**config.mk**
```make
export PLATFORM = sky130hd
export DESIGN_NAME = matrix_coef_bus_bridge_flat
export DESIGN_NICKNAME = d
export VERILOG_FILES = /design/src/rtl/matrix_coef_bus_bridge_if.sv /design/src/rtl/matrix_coef_bus_bridge.sv /design/src/flat_wrapper.sv
export SDC_FILE = /design/constraint.sdc
export NUM_CORES = 1
export LEC_CHECK = 0
export BUFFER_PORTS_ARGS = -buffer_cell sky130_fd_sc_hd__buf_2
export CAP_MARGIN = 20
export CORE_MARGIN = 4
export CORE_UTILIZATION = 35
export DETAILED_ROUTE_END_ITERATION = 10
export GPL_TIMING_DRIVEN = 0
export SYNTH_ARGS = -nofsm -noshare
export SYNTH_HDL_FRONTEND = slang
export SYNTH_SLANG_ARGS = --single-unit
```
**constraint.sdc**
```tcl
create_clock -name system1000 -period 5.2 [get_ports system1000]
set_input_delay 0.26 -clock system1000 [delete_from_list [all_inputs] [get_ports system1000]]
set_output_delay 0.26 -clock system1000 [all_outputs]
set_load 0.1 [all_outputs]
```
**src/rtl/matrix_coef_bus_bridge_if.sv**
```systemverilog
// System-bus side of the coefficient bridge: single-cycle read/write strobes
// with a registered one-cycle ack/err/rdata response.
interface matrix_coef_bus_bridge_if;
    logic [31:0] sys_addr;
    logic [31:0] sys_wdata;
    logic        sys_wen;
    logic        sys_ren;
    logic [31:0] sys_rdata;
    logic        sys_ack;
    logic        sys_err;

    modport master (
        output sys_addr, sys_wdata, sys_wen, sys_ren,
        input  sys_rdata, sys_ack, sys_err
    );

    modport slave (
        input  sys_addr, sys_wdata, sys_wen, sys_ren,
        output sys_rdata, sys_ack, sys_err
    );
endinterface

```
**src/rtl/matrix_coef_bus_bridge.sv**
```systemverilog
// Bus bridge feeding the 3x3 matrix coefficient bank.
// Writes become a one-cycle valid pulse on cfg_w, followed by a settle cycle so
// that any read issued afterwards samples the already-updated bank state.
// Strobes arriving while a write is in flight wait in a 1-deep pending slot.
//
// state      | meaning
// -----------+--------------------------------------------------------------
// IDLE       | serve pending slot first, else a new strobe
// WR_POST    | cfg_w valid is high, bank captures it at the end of this cycle
// WR_SETTLE  | bank register now updated; strobes still go to the slot
module matrix_coef_bus_bridge #(
    parameter logic [19:0] ADDR_BASE = 20'h00040,
    parameter int unsigned NWORDS    = 8
) (
    input  logic                    system1000,
    input  logic                    system1000_rstn,
    matrix_coef_bus_bridge_if.slave sys,
    output logic [52:0]             cfg_w,
    input  logic [NWORDS*32-1:0]    cfg_regs,
    output logic                    ovf,
    input  logic                    ovf_clr
);

    typedef enum logic [1:0] {
        IDLE      = 2'd0,
        WR_POST   = 2'd1,
        WR_SETTLE = 2'd2
    } state_t;

    state_t      state_q, state_d;
    logic [31:0] rdata_q, rdata_d;
    logic        ack_q, ack_d;
    logic        err_q, err_d;
    logic [52:0] cfg_w_q, cfg_w_d;
    logic        ovf_q, ovf_d;

    logic        pend_vld_q, pend_vld_d;
    logic [19:0] pend_addr_q, pend_addr_d;
    logic [31:0] pend_wdata_q, pend_wdata_d;
    logic        pend_wen_q, pend_wen_d;
    logic        pend_ren_q, pend_ren_d;

    logic        new_strb;
    logic        req_vld;
    logic [19:0] req_addr;
    logic [31:0] req_wdata;
    logic        req_wen;
    logic        req_ren;
    logic        overflow;
    logic        unused_addr_hi;

    // Upper bus address bits are outside the 20-bit bank address space.
    assign unused_addr_hi = ^sys.sys_addr[31:20];
    assign new_strb       = sys.sys_wen | sys.sys_ren;

    // Next-state, request selection, pending-slot management and response.
    always_comb begin
        state_d      = state_q;
        rdata_d      = '0;
        ack_d        = 1'b0;
        err_d        = 1'b0;
        cfg_w_d      = {1'b0, cfg_w_q[51:0]};
        ovf_d        = ovf_q;
        pend_vld_d   = pend_vld_q;
        pend_addr_d  = pend_addr_q;
        pend_wdata_d = pend_wdata_q;
        pend_wen_d   = pend_wen_q;
        pend_ren_d   = pend_ren_q;
        req_vld      = 1'b0;
        req_addr     = '0;
        req_wdata    = '0;
        req_wen      = 1'b0;
        req_ren      = 1'b0;
        overflow     = 1'b0;

        case (state_q)
            IDLE: begin
                if (pend_vld_q) begin
                    // The slot goes first; a strobe in this same cycle refills it.
                    req_vld    = 1'b1;
                    req_addr   = pend_addr_q;
                    req_wdata  = pend_wdata_q;
                    req_wen    = pend_wen_q;
                    req_ren    = pend_ren_q;
                    pend_vld_d = new_strb;
                    if (new_strb) begin
                        pend_addr_d  = sys.sys_addr[19:0];
                        pend_wdata_d = sys.sys_wdata;
                        pend_wen_d   = sys.sys_wen;
                        pend_ren_d   = sys.sys_ren;
                    end
                end else if (new_strb) begin
                    req_vld   = 1'b1;
                    req_addr  = sys.sys_addr[19:0];
                    req_wdata = sys.sys_wdata;
                    req_wen   = sys.sys_wen;
                    req_ren   = sys.sys_ren;
                end
            end
            WR_POST, WR_SETTLE: begin
                state_d = (state_q == WR_POST) ? WR_SETTLE : IDLE;
                if (new_strb) begin
                    if (pend_vld_q) begin
                        overflow = 1'b1;
                    end else begin
                        pend_vld_d   = 1'b1;
                        pend_addr_d  = sys.sys_addr[19:0];
                        pend_wdata_d = sys.sys_wdata;
                        pend_wen_d   = sys.sys_wen;
                        pend_ren_d   = sys.sys_ren;
                    end
                end
            end
            default: state_d = IDLE;
        endcase

        if (req_vld) begin
            ack_d = 1'b1;
            if ((req_wen && req_ren) || (req_addr[1:0] != 2'b00)) begin
                err_d = 1'b1;
            end else if (req_wen) begin
                cfg_w_d = {1'b1, req_addr, req_wdata};
                state_d = WR_POST;
            end else if (req_addr[19:5] == ADDR_BASE[19:5]) begin
                rdata_d = cfg_regs[{req_addr[4:2], 5'b00000} +: 32];
            end else begin
                err_d = 1'b1;
            end
        end

        // A new overflow beats a simultaneous clear.
        if (overflow) begin
            ovf_d = 1'b1;
        end else if (ovf_clr) begin
            ovf_d = 1'b0;
        end
    end

    // State and output registers; reset drops any in-flight write at once.
    always_ff @(posedge system1000 or negedge system1000_rstn) begin
        if (!system1000_rstn) begin
            state_q      <= IDLE;
            rdata_q      <= '0;
            ack_q        <= 1'b0;
            err_q        <= 1'b0;
            cfg_w_q      <= '0;
            ovf_q        <= 1'b0;
            pend_vld_q   <= 1'b0;
            pend_addr_q  <= '0;
            pend_wdata_q <= '0;
            pend_wen_q   <= 1'b0;
            pend_ren_q   <= 1'b0;
        end else begin
            state_q      <= state_d;
            rdata_q      <= rdata_d;
            ack_q        <= ack_d;
            err_q        <= err_d;
            cfg_w_q      <= cfg_w_d;
            ovf_q        <= ovf_d;
            pend_vld_q   <= pend_vld_d;
            pend_addr_q  <= pend_addr_d;
            pend_wdata_q <= pend_wdata_d;
            pend_wen_q   <= pend_wen_d;
            pend_ren_q   <= pend_ren_d;
        end
    end

    assign sys.sys_rdata = rdata_q;
    assign sys.sys_ack   = ack_q;
    assign sys.sys_err   = err_q;
    assign cfg_w         = cfg_w_q;
    assign ovf           = ovf_q;

endmodule

```
**src/flat_wrapper.sv**
```systemverilog
// flat-port wrapper written by rule: the top's interface ports become plain ports
module matrix_coef_bus_bridge_flat 
#(
    parameter logic [19:0] ADDR_BASE = 20'h00040,
    parameter int unsigned NWORDS    = 8
)
  (system1000, system1000_rstn, cfg_w, cfg_regs, ovf, ovf_clr, sys_sys_addr, sys_sys_wdata, sys_sys_wen, sys_sys_ren, sys_sys_rdata, sys_sys_ack, sys_sys_err);
  matrix_coef_bus_bridge_if sys_i ();
  input  logic system1000;
  input  logic system1000_rstn;
  output logic [52:0] cfg_w;
  input  logic [NWORDS*32-1:0] cfg_regs;
  output logic ovf;
  input  logic ovf_clr;
  input wire logic [$bits(sys_i.sys_addr)-1:0] sys_sys_addr;
  input wire logic [$bits(sys_i.sys_wdata)-1:0] sys_sys_wdata;
  input wire logic [$bits(sys_i.sys_wen)-1:0] sys_sys_wen;
  input wire logic [$bits(sys_i.sys_ren)-1:0] sys_sys_ren;
  output wire logic [$bits(sys_i.sys_rdata)-1:0] sys_sys_rdata;
  output wire logic [$bits(sys_i.sys_ack)-1:0] sys_sys_ack;
  output wire logic [$bits(sys_i.sys_err)-1:0] sys_sys_err;
  assign sys_i.sys_addr = sys_sys_addr;
  assign sys_i.sys_wdata = sys_sys_wdata;
  assign sys_i.sys_wen = sys_sys_wen;
  assign sys_i.sys_ren = sys_sys_ren;
  assign sys_sys_rdata = sys_i.sys_rdata;
  assign sys_sys_ack = sys_i.sys_ack;
  assign sys_sys_err = sys_i.sys_err;
  matrix_coef_bus_bridge #(.ADDR_BASE(ADDR_BASE), .NWORDS(NWORDS)) u_core (.system1000(system1000), .system1000_rstn(system1000_rstn), .sys(sys_i), .cfg_w(cfg_w), .cfg_regs(cfg_regs), .ovf(ovf), .ovf_clr(ovf_clr));
endmodule
```
==> results, run 1 <==
- The net switching component of the power is 0.00408 W.
- The number of setup buffers added after CTS is 0.
- The clock period could shrink to 3150 ps.
- The critical path contains buffers and inverters numbering 4 combined.
- Summed over all nets, wire length on met3 after detailed routing comes to 2850 µm.
- The first routing iteration left 489 violations.
- The clock network is responsible for 16.1% of the overall power.
- The category of the worst setup path capture point is a register.
- The wire length per cell after detailed routing is 22.3 µm.
- The post-detailed-placement half-perimeter wirelength is 25500 µm.
- At the later pin of the worst-skew pair, clock insertion delay measures 420 ps.
- The fraction of final layout cells sized beyond drive strength 1 is 50.4%.
- Summed over all failing endpoints, the final setup total negative slack is 0 ps.
- Among cell families on the critical path, the largest total delay comes from buffers and inverters.
- The post-synth design cell area is 0.00801 mm².
- The first global-routing pass estimated 48400 µm of wire.
- The top achievable clock speed is 0.317 GHz.
- For this run, design rule violations remaining after detail routing come to 0.
- The hold-fix buffer count after cts is 1.
- The length of the first detailed-routing pass in iterations is 5.
- Among all stages on the critical path, the largest delay is contributed by sky130_fd_sc_hd__buf_1.
- The maximum number of pins on one net before global-route repair is 75.
- The critical path is of the reg2reg type.
- The run finished with clean final reports.
- The number of antenna violations at the first check in global routing is 6.
- The final number of setup-violating endpoints is 0.
- The count of H-tree levels built during CTS is 4.
- At the pin with the least slew margin, the transition time is 703 ps.
- Synthesis inferred 145 register bits.
- The tightest hold path in the finished design has a slack of 46.8 ps.
- The worst-path maximum fanout is 10.
- For this run, the register share of the synthesized area comes to 45.3%.
- After synthesis, the mean cell area works out to 11.3 µm².
- The biggest area contributor in the post-synthesis netlist is sky130_fd_sc_hd__dfrtp_1.
- The area growth from synthesis to layout is 37.4%.
- The netlist uses 49 different library cells.
- The final worst clock skew is 12.6 ps.
- Ranked by total cell area, the synthesized netlist is headed by sky130_fd_sc_hd__dfrtp_1 45%, sky130_fd_sc_hd__mux2i_1 10%, sky130_fd_sc_hd__mux2_2 8.3%.
- The final count of hold timing violations is 0.
- The aggregate global-route resource usage is 24.6%.
- Once detail routing completed, the nets flagged for antenna violations numbered 0.
- The total internal power is 0.00369 W.
- The tree is rooted in a sky130_fd_sc_hd__clkbuf_16.
- STA classifies the critical path startpoint as a register.
- The vertical die dimension is 159 µm.
- The final worst-path cycle share is 60.7%.
- At the end of the flow, the number of nets in the layout was 1458.
- The class of the most critical hold timing path is in2reg.
- Before CTS, the worst setup slack after placement is 2020 ps.
- The proportion of netlist area held by the largest area contributor is 45.3%.
- At the end of routability-driven placement, the weighted congestion stood at 0.903.
- The maximum cell stage delay along the critical path is 510 ps.
- Net switching is 52.5% of the power.
- The horizontal extent of the die is 159 µm.
- Registers are responsible for 22.7% of the overall power.
- The effective utilization at floorplan is 35.5%.
- The area of the core is 0.0226 mm².
- Dividing the detail-routed via count by the number of cells gives 5.34.
- The clock passes through at most 2 buffers.
- Summed over all layers, the routed wires come to 31800 µm.
- The tool flagged a number of max-cap violations equal to 0.
- The most common cell type on the critical path is sky130_fd_sc_hd__buf_2.
- The synthesized netlist cell count is 710.
- The full die area is 0.0254 mm².
- The synthesis warning total is 0.
- After clock tree synthesis, the clock-pin slew on the worst setup and hold paths is 60 ps.
- The number of nets in the synthesized netlist is 1038.
- The via count of the first global-routing pass came to 7898.
- For this design, the sink count on the clock tree is 145.
- Pin placement for this block handled 413 I/O pins.
- The total power after layout is 0.00776 W.
- The signal on the critical path passes through inv_1, ha_1, buf_2, buf_1, nand2_1, buf_2, o2bb2ai_1, a211oi_1, a2111oi_2.
- The number of antenna cells inserted is 0.
- The final critical-path setup slack is 2050 ps.
- The routed metal-1 wirelength is 13200 µm.
- The row count is 55.
- The worst supply voltage drop on vdd is 0.000424 V.
- The total length of routed met2 wires is 15200 µm.
- The count of buffers added on input and output ports is 398.
- The analysis attributes to cell leakage a power of 5.48 nW.
- The critical path data arrival time is 3410 ps.
- The required time at the worst-slack endpoint is 5450 ps.
- In this run, post-CTS repair resized a total of 0 instances.
- The top routing layer in use is met5.
- The clock buffer count from CTS is 17.
- Of the total power, combinational logic draws 61.3%.
- The total via count in the routed design is 7632.
- In this run the power density over the cells is 706 mW/mm².
- The worst slew slack as a fraction of its limit is 53.1%.
- The number of max-slew violations in the final report is 0.
- The TritonCTS clock tree is built.
- The residual overflow from global routing is 0.
- Setup repair after global routing left no endpoint under its margin.
-- layout make-up --
cell class	instances	area [µm²]
buffer	68	387
clock buffer	19	453
clock inverter	13	144
fill	2157	11600
inverter	5	21.3
multi-input combinational	492	3970
sequential	145	3630
tap	285	357
timing repair buffer	401	2040
-- per-stage QoR --
stage                     util [%]  cells  cell area (µm²)
after floorplan                  -    710             8010
final                         48.8   1428            11000
after global placement        45.9   1393            10400
after CTS                     48.8   1428            11000
after global routing          48.8   1428            11000
after detailed placement      46.1   1395            10400
-- power groups by stage --
| stage | combinational [W] | sequential, W | clock [W] |
|---|---|---|---|
| floorplan | 0.00235 | 0.00302 | 0 |
| global placement | 0.00474 | 0.00176 | 0 |
| detailed placement | 0.00478 | 0.00177 | 0 |
| CTS | 0.00479 | 0.00176 | 0.00128 |
| finish | 0.00476 | 0.00176 | 0.00125 |
| global route | 0.00509 | 0.00181 | 0.00133 |
-- worst reg2reg max path, delay by kind of cell, from the launching register on --
family | cells | cell delay (ps)
buf+inv | 4 | 1180
compound gates | 3 | 740
flops | 1 | 410
simple gates | 1 | 350
fa+ha+maj | 1 | 320
-- cells by family (layout without fill, tap and decap cells) --
family,count (synthesis),in the layout,synth area share [%]
compound gates,231,231,24.0
flops,145,145,45.3
mux,139,139,18.3
simple gates,119,119,6.83
buf+inv,73,506,5.09
fa+ha+maj,3,3,0.469
-- cells in the final DEF, fill, tap and decap left out, types with 2 or more instances in the layout --
cell and n:
sky130_fd_sc_hd__a2111oi_2 32, sky130_fd_sc_hd__a211oi_1 33, sky130_fd_sc_hd__a21boi_1 3, sky130_fd_sc_hd__a221oi_1 32, sky130_fd_sc_hd__a22oi_1 16, sky130_fd_sc_hd__and2_1 3
sky130_fd_sc_hd__and3_1 2, sky130_fd_sc_hd__buf_2 424, sky130_fd_sc_hd__buf_4 7, sky130_fd_sc_hd__buf_6 11, sky130_fd_sc_hd__clkbuf_1 24, sky130_fd_sc_hd__clkbuf_16 17
sky130_fd_sc_hd__clkbuf_8 2, sky130_fd_sc_hd__clkinv_4 3, sky130_fd_sc_hd__dfrtp_1 145, sky130_fd_sc_hd__ha_1 3, sky130_fd_sc_hd__inv_1 4, sky130_fd_sc_hd__inv_6 5
sky130_fd_sc_hd__inv_8 2, sky130_fd_sc_hd__mux2_2 59, sky130_fd_sc_hd__mux2i_1 80, sky130_fd_sc_hd__nand2_1 85, sky130_fd_sc_hd__nand3_1 3, sky130_fd_sc_hd__nand3b_1 3
sky130_fd_sc_hd__nor2_1 9, sky130_fd_sc_hd__nor4_1 2, sky130_fd_sc_hd__o21ai_0 55, sky130_fd_sc_hd__o21ai_1 3, sky130_fd_sc_hd__o2bb2ai_1 31, sky130_fd_sc_hd__o31ai_1 16
-- Yosys cell counts (all sizes together) --
cell type	instances
buf	44
nand3b	4
ha	3
o2bb2ai	31
o22ai	1
nand2	86
nand2b	1
inv	5
a22oi	16
nor3b	2
o221ai	1
or2	1
a21boi	4
and2	3
mux2	59
o21ai	59
nor2	10
dfrtp	145
a31oi	1
nand4bb	1
a22o	1
o311ai	1
nand3	4
or4	1
nand4	1
o31ai	16
and3	2
a211oi	33
nor2b	1
nor4	2
clkbuf	24
mux2i	80
a2111oi	32
a21o	1
a21oi	1
o21ba	1
a221oi	32
-- sequential cells by signal, indices dropped and copies added, names as in the netlist --
signal	flops
u_core.pend_wdata_q	32
u_core.pend_vld_q	1
u_core.ovf	1
u_core.sys.sys_rdata	32
u_core.cfg_w	53
u_core.sys.sys_err	1
u_core.sys.sys_ack	1
u_core.pend_wen_q	1
u_core.pend_addr_q	20
u_core.pend_ren_q	1
u_core.state_q	2
-- layer usage --
layer | vias up | global-route usage (%)
li1 | 3571 | -
met5 | - | 0
met1 | 3665 | 31.6
met3 | 44 | 8.52
met2 | 340 | 40.1
met4 | 12 | 6.07
-- path summary, 6_finish.rpt --
check,from,endpoint,slack (ps),cells past startpoint
max,u_core.state_q[0],u_core.sys.sys_rdata[24],2050,9
min,ovf_clr,u_core.ovf,50,2
max reg2reg,u_core.state_q[0],u_core.sys.sys_rdata[24],2050,9
min reg2reg,u_core.cfg_w[27],u_core.cfg_w[27],470,2
max in group asynchronous,system1000_rstn,u_core.sys.sys_rdata[24],3930,3
min in group asynchronous,system1000_rstn,u_core.sys.sys_rdata[15],430,2
(Power assumes the default switching activity.)
==> run 2, diff against run 1 <==
- PLACE_DENSITY: not set -> 0.67
- clock period: 5.2 -> 2.6 ns (I/O delays scaled with it)
==> run 2 against run 1 <==
Clock skew is 0.71 ps lower. Critical endpoint is now u_core.sys.sys_rdata[5]. Flip-flop and latch count stayed put. Cell count is 4.7% higher. Power is 110% higher. Sequential power is 100% higher. Worst hold slack worse by 22 ps. Count of clock-buffer cells in the layout is 1 lower. Utilization is 4.6 points higher.
==> results, run 2 (synthesis results as in run 1) <==
- The combinational fraction of design power is 63.2%.
- The final count of hold timing violations is 0.
- Setup repair after global routing could not meet its margin everywhere.
- The critical path is of the reg2reg type.
- The required time at the worst-slack endpoint is 2890 ps.
- Summing all flip-flop and latch instances after layout gives 0.00363 mm².
- Once the floorplan was initialized, standard cells occupied 35.5% of the core.
- The worst setup path is captured at a register.
- The net total in the final layout is 1525.
- The congestion estimate from routability-driven global placement came to 0.967.
- The final worst clock skew is 11.9 ps.
- For this design the total switching power over the nets is 0.00859 W.
- The internal power of the cells totals 0.00777 W.
- Across all setup checks in the final design, the least slack found is 3.24 ps.
- The number of buffers added on ports is 398.
- The leakage dissipation is 5.89 nW.
- The run finished with clean final reports.
- 0 antenna diodes ended up in the layout.
- The worst hold path belongs to the class in2reg.
- The part of the total power dissipated in sequential elements is 21.5%.
- The clock net in this run drives a total of 145 sinks.
- The power density relative to cell area is 1360 mW/mm².
- The post-detailed-placement half-perimeter wirelength is 26000 µm.
- The critical path data arrival time is 2890 ps.
- The number of max-cap violations is 0.
- The slowest stage of the critical path belongs to the cell sky130_fd_sc_hd__or4_4.
- The first global-routing pass estimated 50300 µm of wire.
- The post-route core utilization is 53.3%.
- The fraction of final layout cells sized beyond drive strength 1 is 51.1%.
- Traced cell by cell, the critical path runs through buf_8, buf_8, nand2_2, o21ai_2, nor4_2, nand3_1, or4_4, clkbuf_16, a2111oi_4.
- The clock power share is 15.3%.
- Based on the critical path, the design can be clocked at up to 0.385 GHz.
- The count of H-tree levels built during CTS is 4.
- The worst slew slack as a fraction of its limit is 56.1%.
- In the global route stage, overall resource usage came out at 25.5%.
- The clock passes through at most 2 buffers.
- The largest single stage delay on the critical path is 690 ps.
- Counting stages on the worst path, the most repeated cell is sky130_fd_sc_hd__buf_8.
- The vertical die dimension is 159 µm.
- The number of I/O pins is 413.
- The type of element launching the critical path is a register.
- The detail route stage leaves a number of antenna-violating nets equal to 0.
- At the pin with the least slew margin, the transition time is 658 ps.
- The horizontal extent of the die is 159 µm.
- After detailed placement, the total cell area comes to 0.0104 mm².
- The worst supply voltage drop on vdd is 0.00113 V.
- Excluding fillers, the count of instances in the completed layout stands at 1495.
- For the worst-skew pair, the clock arrives at the later sink with an insertion delay of 420 ps.
- For this run, the detailed router's first-pass iteration total came to 5.
- For this run, design rule violations remaining after detail routing come to 0.
- The area of the core is 0.0226 mm².
- For this block, the initial DRC count from the detailed router was 583.
- The row count is 55.
- The CTS root buffer is sky130_fd_sc_hd__clkbuf_16.
- The number of max-slew violations in the final report is 0.
- The number of flip-flops in the largest register is 53.
- Once layout is done, the placed cells without fillers occupy 0.0120 mm².
- After detailed routing, the average wire length per cell comes to 22.6 µm.
- The residual overflow from global routing is 0.
- After filler insertion, the fill cell instance count of the layout stands at 2014.
- The floorplan step defined a die boundary enclosing 0.0254 mm².
- The worst-path maximum fanout is 8.
- The final worst-path cycle share is 99.9%.
- Timing analysis after detailed placement gives a worst setup slack of -595 ps.
- Including well taps, the total number of placed cells is 1395.
- The area added between synthesis and finish is 50.3%.
- In the routed layout, each cell is associated on average with a via count of 5.42.
- Leaving out fill and tap cells, the most frequent cell in the layout is sky130_fd_sc_hd__buf_2.
- The via count of the first global-routing pass is 8272.
- TritonCTS built the clock tree.
- The number of antenna violations at the first check in global routing is 4.
- The clock period minus worst slack is 2600 ps.
- The post-CTS clock slew at the launch and capture registers of the worst setup and hold paths is 70 ps.
- The routed design has 33800 µm of wire.
- The clock buffer count from CTS is 17.
- The total power after layout is 0.0164 W.
- The routed layout has 8099 vias.
- In the layout the commonest cells are 420 x sky130_fd_sc_hd__buf_2, 144 x sky130_fd_sc_hd__dfrtp_1, 83 x sky130_fd_sc_hd__nand2_1.
- The maximum number of pins on one net before global-route repair is 83.
- Net switching is 52.5% of the power.
- The final number of setup-violating endpoints is 0.
- The area of the multi-input gates is 0.00425 mm².
-- run 2: cell count changes in the layout (fill, tap and decap cells not counted), sizes merged --
cell | previous run | this run
buf | 444 | 458
inv | 12 | 13
dlygate4sd3 | 1 | 52
clkbuf | 43 | 44
-- run 2: worst paths after layout --
| check | endpoint | from | slack, ps | cells past startpoint |
|---|---|---|---|---|
| worst min-delay path | u_core.pend_addr_q[2] | sys_sys_addr[2] | 20 | 2 |
| worst max-delay path | u_core.sys.sys_rdata[5] | u_core.pend_vld_q | 3 | 9 |
| worst min register to register | u_core.cfg_w[45] | u_core.cfg_w[45] | 480 | 2 |
| min in group asynchronous | u_core.pend_wdata_q[8] | system1000_rstn | 260 | 2 |
| max in group asynchronous | u_core.pend_vld_q | system1000_rstn | 1510 | 3 |
| worst max register to register | u_core.sys.sys_rdata[5] | u_core.pend_vld_q | 3 | 9 |
-- run 2: per-stage QoR --
stage               hold WS, ps  setup TNS [ps]
floorplan                  -166               0
global placement            330         -161250
detailed placement          169          -32720
CTS                       0.127           -14.0
global route               14.4            -101
finish                     24.4               0
-- run 2: area by class of cell --
| cell class | instances | area share (%) |
|---|---|---|
| Multi-Input combinational cell | 492 | 35.3 |
| Sequential cell | 145 | 30.2 |
| Timing Repair Buffer | 469 | 22.7 |
| Buffer | 67 | 3.69 |
| Clock buffer | 18 | 3.65 |
| Tap cell | 285 | 2.96 |
| Clock inverter | 14 | 1.35 |
| Inverter | 5 | 0.177 |
-- run 2: what timing repair did --
item | 4_1_cts | 5_1_grt
pin swaps | 7 | 8
gates cloned | 0 | 2
buffers inserted | 3 | 12
resized for setup | 34 | 29
hold buffers | 52 | 0
setup endpoints to repair | 137 | 28
endpoints found under the hold margin | 114 | 0
-- run 2: critical path, delay by kind of cell (launching register included) --
family                 cells  cell delay, ps
flip-flops                 1             420
AND/OR/NAND/NOR            4            1160
buffers and inverters      3             490
AO/OA/AOI/OAI              2             390
-- run 2: routing by layer --
metal / global-route usage, % / vias up / routed length, µm
met5: 0 / - / 55
met4: 6.67 / 8 / 730
met3: 8.15 / 44 / 2870
met2: 41.7 / 370 / 16400
met1: 32.8 / 3983 / 13800
li1: - / 3694 / -
-- run 2: power by group through the flow --
stage               registers [W]  logic (W)  clock network, W
floorplan                 0.00604    0.00471                 0
global placement          0.00352    0.00946                 0
detailed placement        0.00355    0.00958                 0
CTS                       0.00352    0.00997           0.00256
global route              0.00362     0.0109           0.00266
finish                    0.00352     0.0103           0.00250
==> run 3, diff against run 2 <==
- ABC_AREA: not set -> 1
- CORE_ASPECT_RATIO: not set -> 1.2
- PLACE_DENSITY: 0.67 -> not set
==> run 3 against run 2 <==
Flip-flop and latch count is the same. Clock skew grew 0.93 ps. Critical path depth grew 4. Die area grew 15%. Fmax grew 5.5%. Sequential share of layout area shrank 1.6 points. Critical endpoint is now u_core.sys.sys_rdata[1].
==> results, run 3 <==
- The pin slew with the least headroom to its limit is 694 ps.
- No sink is reached through more buffers than the 2 on the longest clock path.
- The synthesized flop and latch total is 145.
- The class of the most critical hold timing path is in2reg.
- CTS built an H-tree with a depth of 4.
- After detailed placement, the total cell area comes to 0.0117 mm².
- The worst slew slack as a fraction of its limit is 53.7%.
- The number of flip-flops in the largest register is 53.
- The run finished with clean final reports.
- The post-CTS clock slew at the launch and capture registers of the worst setup and hold paths is 60 ps.
- After synthesis, the mean cell area works out to 6.75 µm².
- The vertical die dimension is 186 µm.
- The number of max-cap violations is 0.
- The clock buffer count from CTS is 17.
- The critical path data arrival time is 2770 ps.
- For this run, the register share of the synthesized area comes to 39.3%.
- The post-detailed-placement half-perimeter wirelength is 31600 µm.
- The number of inserted filler cells in the final layout is 2786.
- sky130_fd_sc_hd__dfrtp_1 takes more of the synthesized area than any other cell.
- The area added between synthesis and finish is 37.4%.
- The mux cell area share after synthesis is 0%.
- After routing, the total negative slack on setup checks comes to 0 ps.
- The final worst-path cycle share is 94.6%.
- The synthesized-area fraction occupied by adder cells is 0.406%.
- The number of vias per cell after detailed routing is 4.97.
- Data on the critical path is required at its endpoint by 2910 ps.
- The top cell types in the final layout, fill and taps aside, are 446 x sky130_fd_sc_hd__buf_2, 412 x sky130_fd_sc_hd__nand2_1, 223 x sky130_fd_sc_hd__nand3_1.
- The number of I/O pins is 413.
- During synthesis, Yosys emitted a total of 0 warnings.
- The length of the first detailed-routing pass in iterations is 5.
- The final count of hold timing violations was 0.
- The largest family of logic cells by synthesized area is simple AND/OR/NAND/NOR gates.
- After synthesis, the most frequently instantiated cells are 412 x sky130_fd_sc_hd__nand2_1, 223 x sky130_fd_sc_hd__nand3_1, 145 x sky130_fd_sc_hd__dfrtp_1.
- The remaining routing DRC violations is 0.
- The final worst clock skew is 12.9 ps.
- Summed over its instances, the top area cell type makes up 39.3% of the synthesized netlist area.
- The wire length of the first global-routing pass is 59100 µm.
- The effective utilization at floorplan is 35.8%.
- The worst path needs 2460 ps of the cycle, external delays included.
- CTS saw 145 sinks.
- The number of post-CTS setup repair buffers is 0.
- In this run the core area contains 64 standard-cell rows.
- The final non-filler cell area is 0.0127 mm².
- CTS placed an instance of sky130_fd_sc_hd__clkbuf_16 at the clock tree root.
- The synthesized netlist cell count is 1368.
- The number of enable-type register cells in the synthesized netlist is 0.
- The type of the worst setup path is reg2reg.
- The mapped netlist covers 0.00924 mm².
- After synthesis, the share of flip-flops with an asynchronous set or reset is 100%.
- For this run, the top clock speed supported by timing is 0.406 GHz.
- Setup violations remaining at the end of the flow were counted as 0.
- The TritonCTS clock tree is built.
- In this run the power density over the cells is 1380 mW/mm².
- In this run the standard cell core region covers 0.0258 mm².
- The share of synthesized cell area in and, or, nand and nor gates is 33.8%.
- The count of cell types in the netlist is 28.
- STA classifies the critical path startpoint as a register.
- The die covers 0.0291 mm².
- The maximum number of pins on one net before global-route repair is 77.
- The residual overflow from global routing is 0.
- In the final routed layout, each cell accounts on average for 18.2 µm.
- The worst supply voltage drop on vdd is 0.000603 V.
- The category of the worst setup path capture point is a register.
- The global placement routability congestion is 0.897.
- The most frequently used cell type in the post-synthesis netlist is sky130_fd_sc_hd__nand2_1.
- The net total in the final layout is 2156.
- The horizontal extent of the die is 156 µm.
- Timing analysis after detailed placement gives a worst setup slack of -48.9 ps.
- The total power after layout is 0.0174 W.
- Of all nets on the critical path, the largest fanout is 10.
- Synthesis produced a netlist with a net count of 1696.
- The synthesized netlist devotes 0% of its cell area to XOR and XNOR gates.
- The via count of the first global-routing pass is 10700.
- The aggregate global-route resource usage is 26.3%.
- Once detail routing completed, the nets flagged for antenna violations numbered 0.
- The total wire length is 39500 µm.
- Summing the areas of all compound-gate instances in the mapped netlist gives 14.9% of the synthesized area.
- The leakage dissipation is 7.09 nW.
- The number of max-slew violations in the final report is 0.
- In the post-synthesis netlist, the biggest area contributors are sky130_fd_sc_hd__dfrtp_1 39%, sky130_fd_sc_hd__nand2_1 17%, sky130_fd_sc_hd__nand3_1 12%.
- The most common cell after layout, fill and taps aside is sky130_fd_sc_hd__buf_2.
- The number of buffers added on ports is 400.
- The number of antenna violations at the first check in global routing is 7.
- Setup repair after global routing left no endpoint under its margin.
- The detailed router finished its first iteration with 664 violations.
- The worst-skew pair later-pin latency is 430 ps.
- The total via count in the routed design is 10800.
- In the synthesized netlist the dominant register cell turns out to be sky130_fd_sc_hd__dfrtp_1.
- The fraction of final layout cells sized beyond drive strength 1 is 27.8%.
- After layout, the worst setup slack is 139 ps.
## run 3: cell types whose count changed after synthesis, moves of 32 or more
cell / before / now
sky130_fd_sc_hd__a2111oi_2: 32 / 0
sky130_fd_sc_hd__a211oi_1: 33 / 0
sky130_fd_sc_hd__a21oi_1: 1 / 56
sky130_fd_sc_hd__a221oi_1: 32 / 0
sky130_fd_sc_hd__inv_1: 4 / 137
sky130_fd_sc_hd__mux2_2: 59 / 0
sky130_fd_sc_hd__mux2i_1: 80 / 0
sky130_fd_sc_hd__nand2_1: 85 / 412
sky130_fd_sc_hd__nand3_1: 3 / 223
sky130_fd_sc_hd__nor2_1: 9 / 95
sky130_fd_sc_hd__o21bai_1: 0 / 62
## run 3: worst paths after layout
kind,start,end,cells past startpoint,slack [ps]
worst max-delay path,u_core.state_q[0],u_core.sys.sys_rdata[1],13,140
worst min-delay path,sys_sys_wdata[26],u_core.pend_wdata_q[26],3,10
worst max register to register,u_core.state_q[0],u_core.sys.sys_rdata[1],13,140
worst min register to register,u_core.cfg_w[48],u_core.cfg_w[48],2,470
max in group asynchronous,system1000_rstn,u_core.cfg_w[51],3,1490
min in group asynchronous,system1000_rstn,u_core.pend_wdata_q[12],2,270
## run 3: logic make-up after synthesis
logic type / count (synthesis)
flops: 145
compound gates: 230
simple gates: 744
fa+ha+maj: 3
buf+inv: 246
## run 3: power breakdown
| group | internal [W] | switching [W] | total, W |
|---|---|---|---|
| logic | 0.00295 | 0.00860 | 0.0116 |
| clock network | 0.00137 | 0.00111 | 0.00247 |
| registers | 0.00306 | 0.000359 | 0.00342 |
## run 3: worst max-delay path, stage by stage, from the launching register on
cell and delay [ps]:
sky130_fd_sc_hd__dfrtp_1 400, sky130_fd_sc_hd__inv_1 90, sky130_fd_sc_hd__ha_1 160, sky130_fd_sc_hd__buf_4 200, sky130_fd_sc_hd__inv_2 80, sky130_fd_sc_hd__a21oi_1 160
sky130_fd_sc_hd__buf_4 220, sky130_fd_sc_hd__nand2_1 100, sky130_fd_sc_hd__buf_2 210, sky130_fd_sc_hd__buf_2 230, sky130_fd_sc_hd__nand2_1 90, sky130_fd_sc_hd__nand3_1 170
sky130_fd_sc_hd__a21oi_1 190, sky130_fd_sc_hd__nor2_1 60
## run 3: final cells by class
type | instances | area [µm²] | area share [%]
well taps | 330 | 413 | 3.26
inverters | 141 | 537 | 4.23
flip-flops and latches | 145 | 3630 | 28.6
clock inverters | 15 | 161 | 1.27
plain buffers | 105 | 533 | 4.20
repair buffers | 441 | 2440 | 19.2
diodes | 5 | 12.5 | 0.0986
clock buffers | 17 | 425 | 3.35
multi-input cells | 977 | 4540 | 35.8
## run 3: timing repair
item / 4_1_cts / 5_1_grt
gates resized for setup: 1 / 0
hold endpoints to repair: 108 / 0
endpoints found under the setup margin: 1 / 0
hold buffers: 40 / 0
## run 3: per-stage QoR
| stage | util, % | hold WS [ps] | std cells |
|---|---|---|---|
| finish | 49.2 | 14.3 | 2176 |
| global route | 49.2 | 11.4 | 2174 |
| CTS | 49.1 | 0.850 | 2171 |
| detailed placement | 45.3 | 202 | 2099 |
| global placement | 45.2 | 335 | 2098 |
| floorplan | - | -166 | 1368 |
## run 3: per-layer routing
| metal | up-vias | part of all wire (%) | track usage [%] |
|---|---|---|---|
| met4 | 4 | 3.5 | 10.6 |
| met2 | 421 | 49 | 43.8 |
| li1 | 5307 | - | - |
| met1 | 5003 | 42 | 34.1 |
| met5 | - | 0.035 | 0 |
| met3 | 72 | 6.0 | 4.21 |
